[src/rtl/id_stage_pkg.sv]
// Shared RV32I decode definitions for the id_stage slice: opcodes, funct codes,
// instruction formats and the immediate/legality helpers.
package id_stage_pkg;

  localparam logic [6:0] INST_TYPE_I   = 7'b0010011;
  localparam logic [6:0] INST_TYPE_R_M = 7'b0110011;
  localparam logic [6:0] INST_TYPE_B   = 7'b1100011;
  localparam logic [6:0] INST_JAL      = 7'b1101111;
  localparam logic [6:0] INST_JALR     = 7'b1100111;
  localparam logic [6:0] INST_LUI      = 7'b0110111;
  localparam logic [6:0] INST_AUIPC    = 7'b0010111;
  localparam logic [6:0] INST_TYPE_L   = 7'b0000011;
  localparam logic [6:0] INST_TYPE_S   = 7'b0100011;

  localparam logic [2:0] F3_BEQ  = 3'b000;
  localparam logic [2:0] F3_BNE  = 3'b001;
  localparam logic [2:0] F3_BLT  = 3'b100;
  localparam logic [2:0] F3_BGE  = 3'b101;
  localparam logic [2:0] F3_BLTU = 3'b110;
  localparam logic [2:0] F3_BGEU = 3'b111;
  localparam logic [2:0] F3_LB   = 3'b000;
  localparam logic [2:0] F3_LH   = 3'b001;
  localparam logic [2:0] F3_LW   = 3'b010;
  localparam logic [2:0] F3_LBU  = 3'b100;
  localparam logic [2:0] F3_LHU  = 3'b101;
  localparam logic [2:0] F3_SB   = 3'b000;
  localparam logic [2:0] F3_SH   = 3'b001;
  localparam logic [2:0] F3_SW   = 3'b010;
  localparam logic [2:0] F3_JALR = 3'b000;

  localparam logic [6:0] F7_BASE = 7'h00;
  localparam logic [6:0] F7_ALT  = 7'h20;

  typedef enum logic [2:0] {
    FMT_R    = 3'd0,
    FMT_I    = 3'd1,
    FMT_S    = 3'd2,
    FMT_B    = 3'd3,
    FMT_U    = 3'd4,
    FMT_J    = 3'd5,
    FMT_NONE = 3'd6
  } fmt_e;

  function automatic fmt_e fmt_decode(input logic [6:0] opcode);
    fmt_e fmt;
    case (opcode)
      INST_TYPE_R_M:                        fmt = FMT_R;
      INST_TYPE_I, INST_TYPE_L, INST_JALR:  fmt = FMT_I;
      INST_TYPE_S:                          fmt = FMT_S;
      INST_TYPE_B:                          fmt = FMT_B;
      INST_LUI, INST_AUIPC:                 fmt = FMT_U;
      INST_JAL:                             fmt = FMT_J;
      default:                              fmt = FMT_NONE;
    endcase
    return fmt;
  endfunction

  function automatic logic [31:0] imm_decode(input logic [31:0] inst, input fmt_e fmt);
    logic [31:0] imm;
    case (fmt)
      FMT_I:   imm = {{20{inst[31]}}, inst[31:20]};
      FMT_S:   imm = {{20{inst[31]}}, inst[31:25], inst[11:7]};
      FMT_B:   imm = {{19{inst[31]}}, inst[31], inst[7], inst[30:25], inst[11:8], 1'b0};
      FMT_U:   imm = {inst[31:12], 12'h000};
      FMT_J:   imm = {{11{inst[31]}}, inst[31], inst[19:12], inst[20], inst[30:21], 1'b0};
      default: imm = 32'h0000_0000;
    endcase
    return imm;
  endfunction

  // Only opcode, the OP funct7 and reserved funct3 encodings are screened here.
  function automatic logic is_legal(input logic [31:0] inst);
    logic [2:0] f3;
    logic [6:0] f7;
    logic       ok;
    f3 = inst[14:12];
    f7 = inst[31:25];
    case (inst[6:0])
      INST_TYPE_R_M:                               ok = (f7 == F7_BASE) || (f7 == F7_ALT);
      INST_TYPE_I, INST_LUI, INST_AUIPC, INST_JAL: ok = 1'b1;
      INST_JALR:   ok = (f3 == F3_JALR);
      INST_TYPE_B: ok = f3 inside {F3_BEQ, F3_BNE, F3_BLT, F3_BGE, F3_BLTU, F3_BGEU};
      INST_TYPE_L: ok = f3 inside {F3_LB, F3_LH, F3_LW, F3_LBU, F3_LHU};
      INST_TYPE_S: ok = f3 inside {F3_SB, F3_SH, F3_SW};
      default:     ok = 1'b0;
    endcase
    return ok;
  endfunction

endpackage

[src/rtl/id_fwd_unit.sv]
// Operand bypass mux and hazard detect for one source register of id_stage.
module id_fwd_unit
  import id_stage_pkg::*;
#(
  parameter int XLEN   = 32,
  parameter int REG_AW = 5,
  parameter int FWD_EN = 1
) (
  input  logic [REG_AW-1:0] rs_addr_i,
  input  logic [XLEN-1:0]   rf_data_i,
  input  logic [REG_AW-1:0] ex_rd_i,
  input  logic              ex_wen_i,
  input  logic              ex_is_load_i,
  input  logic [XLEN-1:0]   ex_data_i,
  input  logic [REG_AW-1:0] mem_rd_i,
  input  logic              mem_wen_i,
  input  logic [XLEN-1:0]   mem_data_i,
  output logic [XLEN-1:0]   data_o,
  output logic              stall_o
);

  localparam logic FWD = (FWD_EN != 0);

  logic nz_s;
  logic ex_hit_s;
  logic mem_hit_s;

  // rs_addr_i is already zero when the register is not read, so x0 disables both paths.
  always_comb begin
    nz_s      = (rs_addr_i != {REG_AW{1'b0}});
    ex_hit_s  = ex_wen_i && (ex_rd_i == rs_addr_i) && nz_s;
    mem_hit_s = mem_wen_i && (mem_rd_i == rs_addr_i) && nz_s;

    if (FWD && ex_hit_s && !ex_is_load_i) begin
      data_o = ex_data_i;
    end else if (FWD && mem_hit_s) begin
      data_o = mem_data_i;
    end else begin
      data_o = rf_data_i;
    end

    if (ex_hit_s && ex_is_load_i) begin
      stall_o = 1'b1;
    end else if (!FWD && (ex_hit_s || mem_hit_s)) begin
      stall_o = 1'b1;
    end else begin
      stall_o = 1'b0;
    end
  end

endmodule

[src/rtl/id_stage.sv]
// Registered RV32I decode stage: decode, operand bypass, load-use stall and a
// valid/ready output register that feeds ex directly.
module id_stage
  import id_stage_pkg::*;
#(
  parameter int XLEN   = 32,
  parameter int REG_AW = 5,
  parameter int FWD_EN = 1
) (
  input  logic              clk,
  input  logic              rst_n,
  input  logic              in_valid_i,
  output logic              in_ready_o,
  input  logic [31:0]       inst_i,
  input  logic [XLEN-1:0]   inst_addr_i,
  output logic [REG_AW-1:0] rs1_addr_o,
  output logic [REG_AW-1:0] rs2_addr_o,
  input  logic [XLEN-1:0]   rs1_data_i,
  input  logic [XLEN-1:0]   rs2_data_i,
  input  logic [REG_AW-1:0] ex_rd_i,
  input  logic              ex_wen_i,
  input  logic              ex_is_load_i,
  input  logic [XLEN-1:0]   ex_data_i,
  input  logic [REG_AW-1:0] mem_rd_i,
  input  logic              mem_wen_i,
  input  logic [XLEN-1:0]   mem_data_i,
  input  logic              flush_i,
  output logic              out_valid_o,
  input  logic              out_ready_i,
  output logic [31:0]       inst_o,
  output logic [XLEN-1:0]   inst_addr_o,
  output logic [XLEN-1:0]   op1_o,
  output logic [XLEN-1:0]   op2_o,
  output logic [XLEN-1:0]   imm_o,
  output logic [REG_AW-1:0] rd_addr_o,
  output logic              reg_wen_o,
  output logic              illegal_o
);

  logic [6:0]        opcode_s;
  fmt_e              fmt_s;
  logic [31:0]       imm32_s;
  logic [XLEN-1:0]   imm_s;
  logic              rs1_used_s;
  logic              rs2_used_s;
  logic [REG_AW-1:0] rs1_s;
  logic [REG_AW-1:0] rs2_s;
  logic [REG_AW-1:0] rd_s;
  logic [XLEN-1:0]   rs1_val_s;
  logic [XLEN-1:0]   rs2_val_s;
  logic [XLEN-1:0]   op1_s;
  logic [XLEN-1:0]   op2_s;
  logic              wen_base_s;
  logic              wen_s;
  logic              illegal_s;
  logic              stall1_s;
  logic              stall2_s;
  logic              stall_s;
  logic              adv_s;

  logic              out_valid_q, out_valid_d;
  logic [31:0]       inst_q,      inst_d;
  logic [XLEN-1:0]   inst_addr_q, inst_addr_d;
  logic [XLEN-1:0]   op1_q,       op1_d;
  logic [XLEN-1:0]   op2_q,       op2_d;
  logic [XLEN-1:0]   imm_q,       imm_d;
  logic [REG_AW-1:0] rd_q,        rd_d;
  logic              wen_q,       wen_d;
  logic              illegal_q,   illegal_d;

  // Field extraction, immediate and register-use decode.
  always_comb begin
    opcode_s   = inst_i[6:0];
    fmt_s      = fmt_decode(opcode_s);
    imm32_s    = imm_decode(inst_i, fmt_s);
    imm_s      = XLEN'($signed(imm32_s));
    rs1_used_s = fmt_s inside {FMT_R, FMT_I, FMT_S, FMT_B};
    rs2_used_s = fmt_s inside {FMT_R, FMT_S, FMT_B};
    rs1_s      = rs1_used_s ? REG_AW'(inst_i[19:15]) : {REG_AW{1'b0}};
    rs2_s      = rs2_used_s ? REG_AW'(inst_i[24:20]) : {REG_AW{1'b0}};
    rd_s       = REG_AW'(inst_i[11:7]);
    illegal_s  = !is_legal(inst_i);
  end

  assign rs1_addr_o = rs1_s;
  assign rs2_addr_o = rs2_s;

  id_fwd_unit #(.XLEN(XLEN), .REG_AW(REG_AW), .FWD_EN(FWD_EN)) u_fwd_rs1 (
    .rs_addr_i    (rs1_s),
    .rf_data_i    (rs1_data_i),
    .ex_rd_i      (ex_rd_i),
    .ex_wen_i     (ex_wen_i),
    .ex_is_load_i (ex_is_load_i),
    .ex_data_i    (ex_data_i),
    .mem_rd_i     (mem_rd_i),
    .mem_wen_i    (mem_wen_i),
    .mem_data_i   (mem_data_i),
    .data_o       (rs1_val_s),
    .stall_o      (stall1_s)
  );

  id_fwd_unit #(.XLEN(XLEN), .REG_AW(REG_AW), .FWD_EN(FWD_EN)) u_fwd_rs2 (
    .rs_addr_i    (rs2_s),
    .rf_data_i    (rs2_data_i),
    .ex_rd_i      (ex_rd_i),
    .ex_wen_i     (ex_wen_i),
    .ex_is_load_i (ex_is_load_i),
    .ex_data_i    (ex_data_i),
    .mem_rd_i     (mem_rd_i),
    .mem_wen_i    (mem_wen_i),
    .mem_data_i   (mem_data_i),
    .data_o       (rs2_val_s),
    .stall_o      (stall2_s)
  );

  // Operand routing and write-enable by opcode.
  always_comb begin
    case (opcode_s)
      INST_TYPE_R_M, INST_TYPE_B, INST_TYPE_S: begin
        op1_s = rs1_val_s;
        op2_s = rs2_val_s;
      end
      INST_TYPE_I, INST_TYPE_L, INST_JALR: begin
        op1_s = rs1_val_s;
        op2_s = imm_s;
      end
      INST_LUI: begin
        op1_s = imm_s;
        op2_s = {XLEN{1'b0}};
      end
      INST_AUIPC, INST_JAL: begin
        op1_s = inst_addr_i;
        op2_s = imm_s;
      end
      default: begin
        op1_s = {XLEN{1'b0}};
        op2_s = {XLEN{1'b0}};
      end
    endcase

    case (opcode_s)
      INST_TYPE_R_M, INST_TYPE_I, INST_TYPE_L,
      INST_JAL, INST_JALR, INST_LUI, INST_AUIPC: wen_base_s = 1'b1;
      default:                                   wen_base_s = 1'b0;
    endcase
    wen_s = wen_base_s && (rd_s != {REG_AW{1'b0}}) && !illegal_s;
  end

  assign stall_s    = stall1_s || stall2_s;
  assign adv_s      = !out_valid_q || out_ready_i;
  assign in_ready_o = flush_i || (adv_s && !stall_s);

  // Output register next-state: flush kills, advance loads or bubbles, else hold.
  always_comb begin
    out_valid_d = out_valid_q;
    inst_d      = inst_q;
    inst_addr_d = inst_addr_q;
    op1_d       = op1_q;
    op2_d       = op2_q;
    imm_d       = imm_q;
    rd_d        = rd_q;
    wen_d       = wen_q;
    illegal_d   = illegal_q;
    if (flush_i) begin
      out_valid_d = 1'b0;
    end else if (adv_s) begin
      if (in_valid_i && !stall_s) begin
        out_valid_d = 1'b1;
        inst_d      = inst_i;
        inst_addr_d = inst_addr_i;
        op1_d       = op1_s;
        op2_d       = op2_s;
        imm_d       = imm_s;
        rd_d        = rd_s;
        wen_d       = wen_s;
        illegal_d   = illegal_s;
      end else begin
        out_valid_d = 1'b0;
      end
    end else begin
      out_valid_d = out_valid_q;
    end
  end

  // Output register state.
  always_ff @(posedge clk or negedge rst_n) begin
    if (!rst_n) begin
      out_valid_q <= 1'b0;
      inst_q      <= 32'h0000_0000;
      inst_addr_q <= {XLEN{1'b0}};
      op1_q       <= {XLEN{1'b0}};
      op2_q       <= {XLEN{1'b0}};
      imm_q       <= {XLEN{1'b0}};
      rd_q        <= {REG_AW{1'b0}};
      wen_q       <= 1'b0;
      illegal_q   <= 1'b0;
    end else begin
      out_valid_q <= out_valid_d;
      inst_q      <= inst_d;
      inst_addr_q <= inst_addr_d;
      op1_q       <= op1_d;
      op2_q       <= op2_d;
      imm_q       <= imm_d;
      rd_q        <= rd_d;
      wen_q       <= wen_d;
      illegal_q   <= illegal_d;
    end
  end

  assign out_valid_o = out_valid_q;
  assign inst_o      = inst_q;
  assign inst_addr_o = inst_addr_q;
  assign op1_o       = op1_q;
  assign op2_o       = op2_q;
  assign imm_o       = imm_q;
  assign rd_addr_o   = rd_q;
  assign reg_wen_o   = wen_q;
  assign illegal_o   = illegal_q;

endmodule
[config.mk]
export PLATFORM = sky130hd
export DESIGN_NAME = id_stage
export DESIGN_NICKNAME = d
export VERILOG_FILES = /design/src/rtl/id_stage_pkg.sv /design/src/rtl/id_fwd_unit.sv /design/src/rtl/id_stage.sv
export SDC_FILE = /design/constraint.sdc
export NUM_CORES = 1
export LEC_CHECK = 0
export ABC_AREA = 1
export CORE_MARGIN = 10
export CORE_UTILIZATION = 42
export CTS_BUF_LIST = sky130_fd_sc_hd__clkbuf_8
export DETAILED_ROUTE_END_ITERATION = 12
export MAX_ROUTING_LAYER = met4
export PLACE_DENSITY = 0.8
export SLEW_MARGIN = 0
export SYNTH_ARGS = -nofsm -noshare
export SYNTH_HDL_FRONTEND = slang
export SYNTH_SLANG_ARGS = --single-unit
export TNS_END_PERCENT = 20
[constraint.sdc]
create_clock -name clk -period 3.29 [get_ports clk]
set_clock_uncertainty 0.1 [all_clocks]
set_input_delay 0.4935 -clock clk [delete_from_list [all_inputs] [get_ports clk]]
set_output_delay 0.4935 -clock clk [all_outputs]
set_load 0.01 [all_outputs]
==> results of run 1 <==
cells in the mapped netlist:
master,instances,area share
nand2_1,655,0.24
nand3_1,179,0.086
dfrtp_1,163,0.39
inv_1,150,0.054
nand4_1,105,0.063
nor2_1,58,0.021
o21ai_1,48,0.023
clkbuf_1,37,0.013
buf_2,31,0.015
buf_4,27,0.019
a22oi_1,11,0.0079
o31ai_1,11,0.0079
o211ai_1,10,0.0072
o22ai_1,9,0.0054
nor3_1,8,0.0038
a21oi_1,7,0.0034
buf_6,7,0.0076
buf_1,6,0.0022
xor2_1,6,0.0051
inv_2,5,0.0018
nor2_2,5,0.0030
o21ai_0,4,0.0019
nand2_2,3,0.0018
nand3_2,3,0.0029
nor2_4,3,0.0032
clkinv_1,2,0.00072
nor3_2,2,0.0019
a31oi_1,1,0.00060
a32o_1,1,0.00096
a32oi_1,1,0.00084
ha_1,1,0.0012
nand3_4,1,0.0017
nor2_8,1,0.0019
nor4_1,1,0.00060
o21a_1,1,0.00072
cell families after synthesis:
| kind of cell | synth area share |
|---|---|
| and+or+nand+nor | 0.427 |
| buffers and inverters | 0.114 |
| DFF | 0.392 |
| AOI/OAI and AO/OA | 0.0600 |
| xor gates and xnor gates | 0.00505 |
| adders and majority gates | 0.00120 |
through the flow:
| step | area, um2 | setup WS (ns) | TNS (ns) | hold WS, ns |
|---|---|---|---|---|
| 4_1_cts | 16000 | -0.0167 | -0.0167 | 0.332 |
| 6_report | 16100 | 0.0703 | 0 | 0.171 |
| 2_1_floorplan | 10400 | 0.0592 | 0 | 0.0979 |
| 3_3_place_gp | 15500 | -0.762 | -94.60 | 0.361 |
| 3_5_place_dp | 15500 | -0.835 | -114.13 | 0.364 |
| 5_1_grt | 16100 | -0.101 | -0.102 | 0.161 |
sequential cells by signal (all words and copies together), names as in the netlist:
signal	cells
illegal_o	1
imm_o	32
inst_addr_o	32
inst_o	32
op1_o	32
op2_o	32
out_valid_o	1
reg_wen_o	1
layout by cell type, fill, tap and decap left out, drive strengths merged:
cell type,instances
nand2,658
clkdlybuf4s50,377
nand3,184
dfrtp,163
inv,162
buf,160
nand4,105
nor2,68
o21ai,52
clkbuf,20
a22oi,11
o31ai,11
o211ai,10
nor3,10
o22ai,9
a21oi,7
xor2,6
clkinv,6
diode,5
clkinvlp,2
dlygate4sd2,2
a32o,1
nor4,1
a32oi,1
o21a,1
a31oi,1
ha,1
bufinv,1
dlygate4sd3,1
layout make-up:
cell class / instances / area share
inverters: 157 / 0.0370
clock inverters: 14 / 0.00892
flip-flops and latches: 163 / 0.253
clock buffers: 17 / 0.0145
diodes: 5 / 0.000776
repair buffers: 543 / 0.329
well taps: 324 / 0.0251
multi-input cells: 1137 / 0.332
power groups by stage:
stage | clock [mW] | combinational, mW | sequential (mW)
final | 1.52 | 1.38 | 2.23
after floorplan | 0 | 0.417 | 2.33
after detailed placement | 0 | 1.35 | 2.27
after CTS | 1.54 | 1.36 | 2.23
after global routing | 1.61 | 1.48 | 2.25
after global placement | 0 | 1.34 | 2.26
tightest hold or removal path, delay by kind of cell:
family                 cells  cell delay (ns)
AOI/OAI and AO/OA          1             0.07
buffers and inverters      2             0.16
layer usage:
| layer | track usage | vias to the layer above | part of all wire |
|---|---|---|---|
| met2 | 0.490 | 656 | 0.47 |
| met1 | 0.364 | 5882 | 0.40 |
| met3 | 0.0623 | 118 | 0.083 |
| li1 | - | 5967 | - |
| met5 | - | - | 0 |
| met4 | 0.138 | 0 | 0.044 |
path summary, 6_finish.rpt:
path,from,to,slack [ns],cells after the start
max in group asynchronous,rst_n,inst_addr_o[1],1.71,3
hold / removal,inst_i[4],inst_o[4],0.17,3
setup reg to reg,out_valid_o,op2_o[8],1.49,6
min in group asynchronous,rst_n,inst_o[8],0.47,2
hold reg to reg,op1_o[14],op1_o[14],0.39,2
setup / recovery,inst_i[3],in_ready_o,0.07,21
what timing repair did:
action                                 CTS  global route
setup buffers                            3             4
endpoints found under the hold margin   64             0
setup endpoints to repair              174           160
gates resized for setup                 36            52
pin swaps                               11            22
cloned                                   2             0
hold buffers                             1             0
==> impl_metrics.tcl, run 1 <==
set metrics [dict create \
    final_nets 2230 \
    utilization 0.663 \
    yosysSeqAreaShare 0.392 \
    pwr-share-comb 0.268 \
    ios 389 \
    syn_inst 1563 \
    start_util 0.428 \
    synth_area_mm2 0.0104 \
    dieArea_mm2 0.0315 \
    io_buffers 388 \
    power_density_mw_per_mm2 318 \
    status "complete, no violations" \
    die_height_um 177 \
    drc_errors 0 \
    p_seq_frac 0.435 \
    critPathMaxStageDelay_ns 0.21 \
    swShare 0.325 \
    clkPwrFrac 0.297 \
    avgSynthCellArea_um2 6.66 \
    vdd_drop_max_v 0.000223 \
    avgViaCountPerCell 5.35 \
    regArea_mm2 0.00408 \
    p_int_mw 3.47 \
    cts_tree "done" \
    clock_path_buffers 2 \
    cp_max_fo 7 \
    worst_skew_pair.late_latency_ns 0.48 \
    finalHoldViolCount 0 \
    arrival_ns 2.63 \
    crit_chain "buf_6 -> inv_6 -> nand2_4 -> nor2_4 -> nand2_2 -> nand2_2 -> inv_2 -> ha_4 -> nand2_4 -> nor2_4 -> nor2_8 -> buf_6 -> nand3_4 -> a21oi_2 -> nand2_2 -> nor2_4 -> nand2_1 -> nand2_1 -> nand2_2 -> o21a_1 -> buf_2" \
    clock-root-buffer "clkbuf_8" \
    wl_per_cell_um 20.5 \
    syn-num-nets 1774 \
    p_switching_mw 1.67 \
    drtAntennaViolNets 0 \
    finalWeightedCongestion 0.990 \
    yosysWarnings 0 \
    area_delta_synth_final_pct 55.1 \
    min_period_over_period 0.979 \
    fin_crit_ns 3.22 \
    grt_max_degree 75 \
    clk_pin_slew_ns 0.12 \
    cp_num_buf_inv 5 \
    core_area_mm2 0.0243 \
    setup_viol 0 \
    fillerInstances 2090 \
    first_pass_iters 7 \
    wirelength_mm 48.3 \
    crit_top_cell "nand2_2" \
    slew_headroom 0.311 \
    first_iter_violations 1174 \
    grt-ovfl-total 0 \
    cp_slowest_cell "o21a_1" \
    cts.sinks 163 \
    die_w_um 177 \
    hold_path_class "in2reg" \
    finalPower_mw 5.14 \
    cp.required_ns 2.70 \
    tightest_slew_ns 1.03 \
    antenna_found_initial 3 \
    grt_pass1_vias 12600 \
    finalNonFillerCells 2360 \
    end_kind "output pin" \
    timing.final.max_slew_violations 0 \
    multi_input_area_mm2 0.00536 \
    ys_ff_latch 163 \
    row_count 57 \
    ctsHtreeMaxLevel 4 \
    power.leakage_nw 8.06 \
    grt_use_total 0.305 \
    path_delay_family "simple AND/OR/NAND/NOR gates" \
    start_kind "primary input" \
    clock.fmax_mhz 311 \
    maxCapViolations 0 \
    cts_made_buffers 17 \
    synthDistinctLibCells 35 \
    critPathKind "in2out" \
    dpl.cell_count 2314 \
    drive_gt1_frac 0.125 \
    vias 12600 \
    grt_pass1_wl_mm 72.3 \
    post-dp-hpwl_mm 37.9 \
]
(Power assumes the default switching activity.)
==> inputs of run 2 (changes only) <==
--- a/config.mk
+++ b/config.mk
@@ -11,9 +11,8 @@
 export CTS_BUF_LIST = sky130_fd_sc_hd__clkbuf_8
 export DETAILED_ROUTE_END_ITERATION = 12
 export MAX_ROUTING_LAYER = met4
-export PLACE_DENSITY = 0.8
+export PLACE_DENSITY = 0.86
 export SLEW_MARGIN = 0
 export SYNTH_ARGS = -nofsm -noshare
 export SYNTH_HDL_FRONTEND = slang
 export SYNTH_SLANG_ARGS = --single-unit
-export TNS_END_PERCENT = 20
==> impl_metrics.tcl, run 2 (synthesis gave the netlist of run 1 again) <==
set metrics [dict create \
    slew_headroom 0.522 \
    timing.final.max_slew_violations 0 \
    die_w_um 177 \
    hold_path_class "in2reg" \
    io_buffers 388 \
    post-dp-hpwl_mm 38.1 \
    met3_usage 0.0640 \
    critPathKind "in2out" \
    vias 12900 \
    first_pass_iters 7 \
    critPathMaxStageDelay_ns 0.17 \
    fin_crit_ns 3.25 \
    utilization 0.667 \
    cts.sinks 163 \
    clock-root-buffer "clkbuf_8" \
    cts_tree "done" \
    start_util 0.428 \
    multi_input_area_mm2 0.00537 \
    arrival_ns 2.66 \
    clk_pin_slew_ns 0.12 \
    power_density_mw_per_mm2 320 \
    final_cell_mix "nand2_1 (637), clkdlybuf4s50_1 (379), nand3_1 (172), dfrtp_1 (163), inv_1 (147)" \
    p_seq_frac 0.432 \
    first_iter_violations 1378 \
    worst_skew_pair.late_latency_ns 0.48 \
    clkPwrFrac 0.301 \
    power.leakage_nw 8.09 \
    min_period_over_period 0.988 \
    layout_commonest_cell "nand2_1" \
    die_height_um 177 \
    clock.fmax_mhz 308 \
    drive_gt1_frac 0.134 \
    swShare 0.326 \
    grt-ovfl-total 0 \
    grt_pass1_vias 12700 \
    cts_made_buffers 17 \
    regArea_mm2 0.00408 \
    vdd_drop_max_v 0.000218 \
    ctsHtreeMaxLevel 4 \
    cp_slowest_cell "o21a_1" \
    top_usage_layer "met2" \
    met1_usage 0.377 \
    dpl.cell_count 2309 \
    core_area_mm2 0.0243 \
    grt_max_degree 74 \
    setup_slack_ns 0.0399 \
    finalWeightedCongestion 0.973 \
    finalNonFillerCells 2372 \
    finalHoldViolCount 0 \
    finalPower_mw 5.18 \
    final_nets 2242 \
    grt_use_total 0.309 \
    wirelength_mm 49.2 \
    status "complete, no violations" \
    ios 389 \
    gr-usage-met2 0.488 \
    crit_top_cell "nand2_2" \
    end_kind "output pin" \
    antenna_found_initial 4 \
    fillerInstances 2091 \
    clock_path_buffers 2 \
    dieArea_mm2 0.0315 \
    setup_viol 0 \
    wl_per_cell_um 20.8 \
    cp.required_ns 2.70 \
    grt_pass1_wl_mm 73.3 \
    drc_errors 0 \
    cp_max_fo 6 \
    row_count 57 \
    tightest_slew_ns 0.717 \
    drtAntennaViolNets 0 \
    crit_chain "buf_2 -> inv_2 -> nand2_2 -> nor2_4 -> nand2_2 -> nand2_2 -> inv_2 -> ha_4 -> nand2_2 -> inv_1 -> nand2_2 -> nand3_4 -> nand3_4 -> nand2_1 -> nand2_1 -> nand2_2 -> nor2_4 -> nand2_2 -> nand2_2 -> nand2_4 -> o21a_1 -> buf_2" \
    p_switching_mw 1.69 \
    start_kind "primary input" \
    p_int_mw 3.49 \
    pwr-share-comb 0.268 \
    maxCapViolations 0 \
    holdWs_ns 0.260 \
    place_ws_ns -0.814 \
    area_delta_synth_final_pct 55.9 \
    avgViaCountPerCell 5.45 \
]
## run 2: cell count changes in the layout (fill, tap and decap cells not counted), sizes merged
cell / previous run / this run
clkdlybuf4s50: 377 / 379
clkbuf: 20 / 24
dlygate4sd2: 2 / 0
diode: 5 / 4
buf: 160 / 169
## run 2: stage by stage
stage / TNS [ns] / cell area [um2]
final: 0 / 16200
after global routing: -0.266 / 16200
after CTS: 0 / 16100
after detailed placement: -116.41 / 15400
after global placement: -101.56 / 15400
after floorplan: 0 / 10400
## run 2: power groups by stage
stage                     registers, mW  logic, mW  clock network [mW]
after floorplan                    2.33      0.417                   0
after global placement             2.26       1.34                   0
after detailed placement           2.27       1.35                   0
after CTS                          2.23       1.37                1.57
after global routing               2.25       1.48                1.66
final                              2.24       1.39                1.56
## run 2: routing by layer
metal	routed length, um	share of wire
met1	19500	0.40
met2	23300	0.47
met3	4360	0.089
met4	2090	0.042
met5	0	0
## run 2: timing repair
| item | 4_1_cts | 5_1_grt |
|---|---|---|
| cloned | 2 | 0 |
| hold buffers | 1 | 0 |
| setup buffers | 19 | 7 |
| gates resized for setup | 41 | 39 |
| endpoints found under the setup margin | 174 | 168 |
| endpoints found under the hold margin | 69 | 0 |
| pin swaps | 15 | 21 |
## run 2: final cells by class
| class | instances | area share |
|---|---|---|
| repair buffers | 555 | 0.331 |
| multi-input cells | 1137 | 0.331 |
| diodes | 4 | 0.000617 |
| clock inverters | 14 | 0.00918 |
| flip-flops and latches | 163 | 0.252 |
| inverters | 157 | 0.0366 |
| clock buffers | 18 | 0.0153 |
| well taps | 324 | 0.0250 |
## run 2: worst paths after layout
check,cells past startpoint,endpoint,start,slack (ns)
hold / removal,4,inst_o[0],inst_i[0],0.26
max in group asynchronous,3,op2_o[11],rst_n,1.77
min in group asynchronous,2,inst_o[0],rst_n,0.47
setup / recovery,22,in_ready_o,inst_i[3],0.04
hold reg to reg,2,op1_o[23],op1_o[23],0.39
setup reg to reg,6,op2_o[10],out_valid_o,1.44
## run 2: critical path, delay by kind of cell
kind	cells	cell delay, ns
compound gates	1	0.17
buf+inv	5	0.46
fa+ha+maj	1	0.15
simple gates	15	1.37
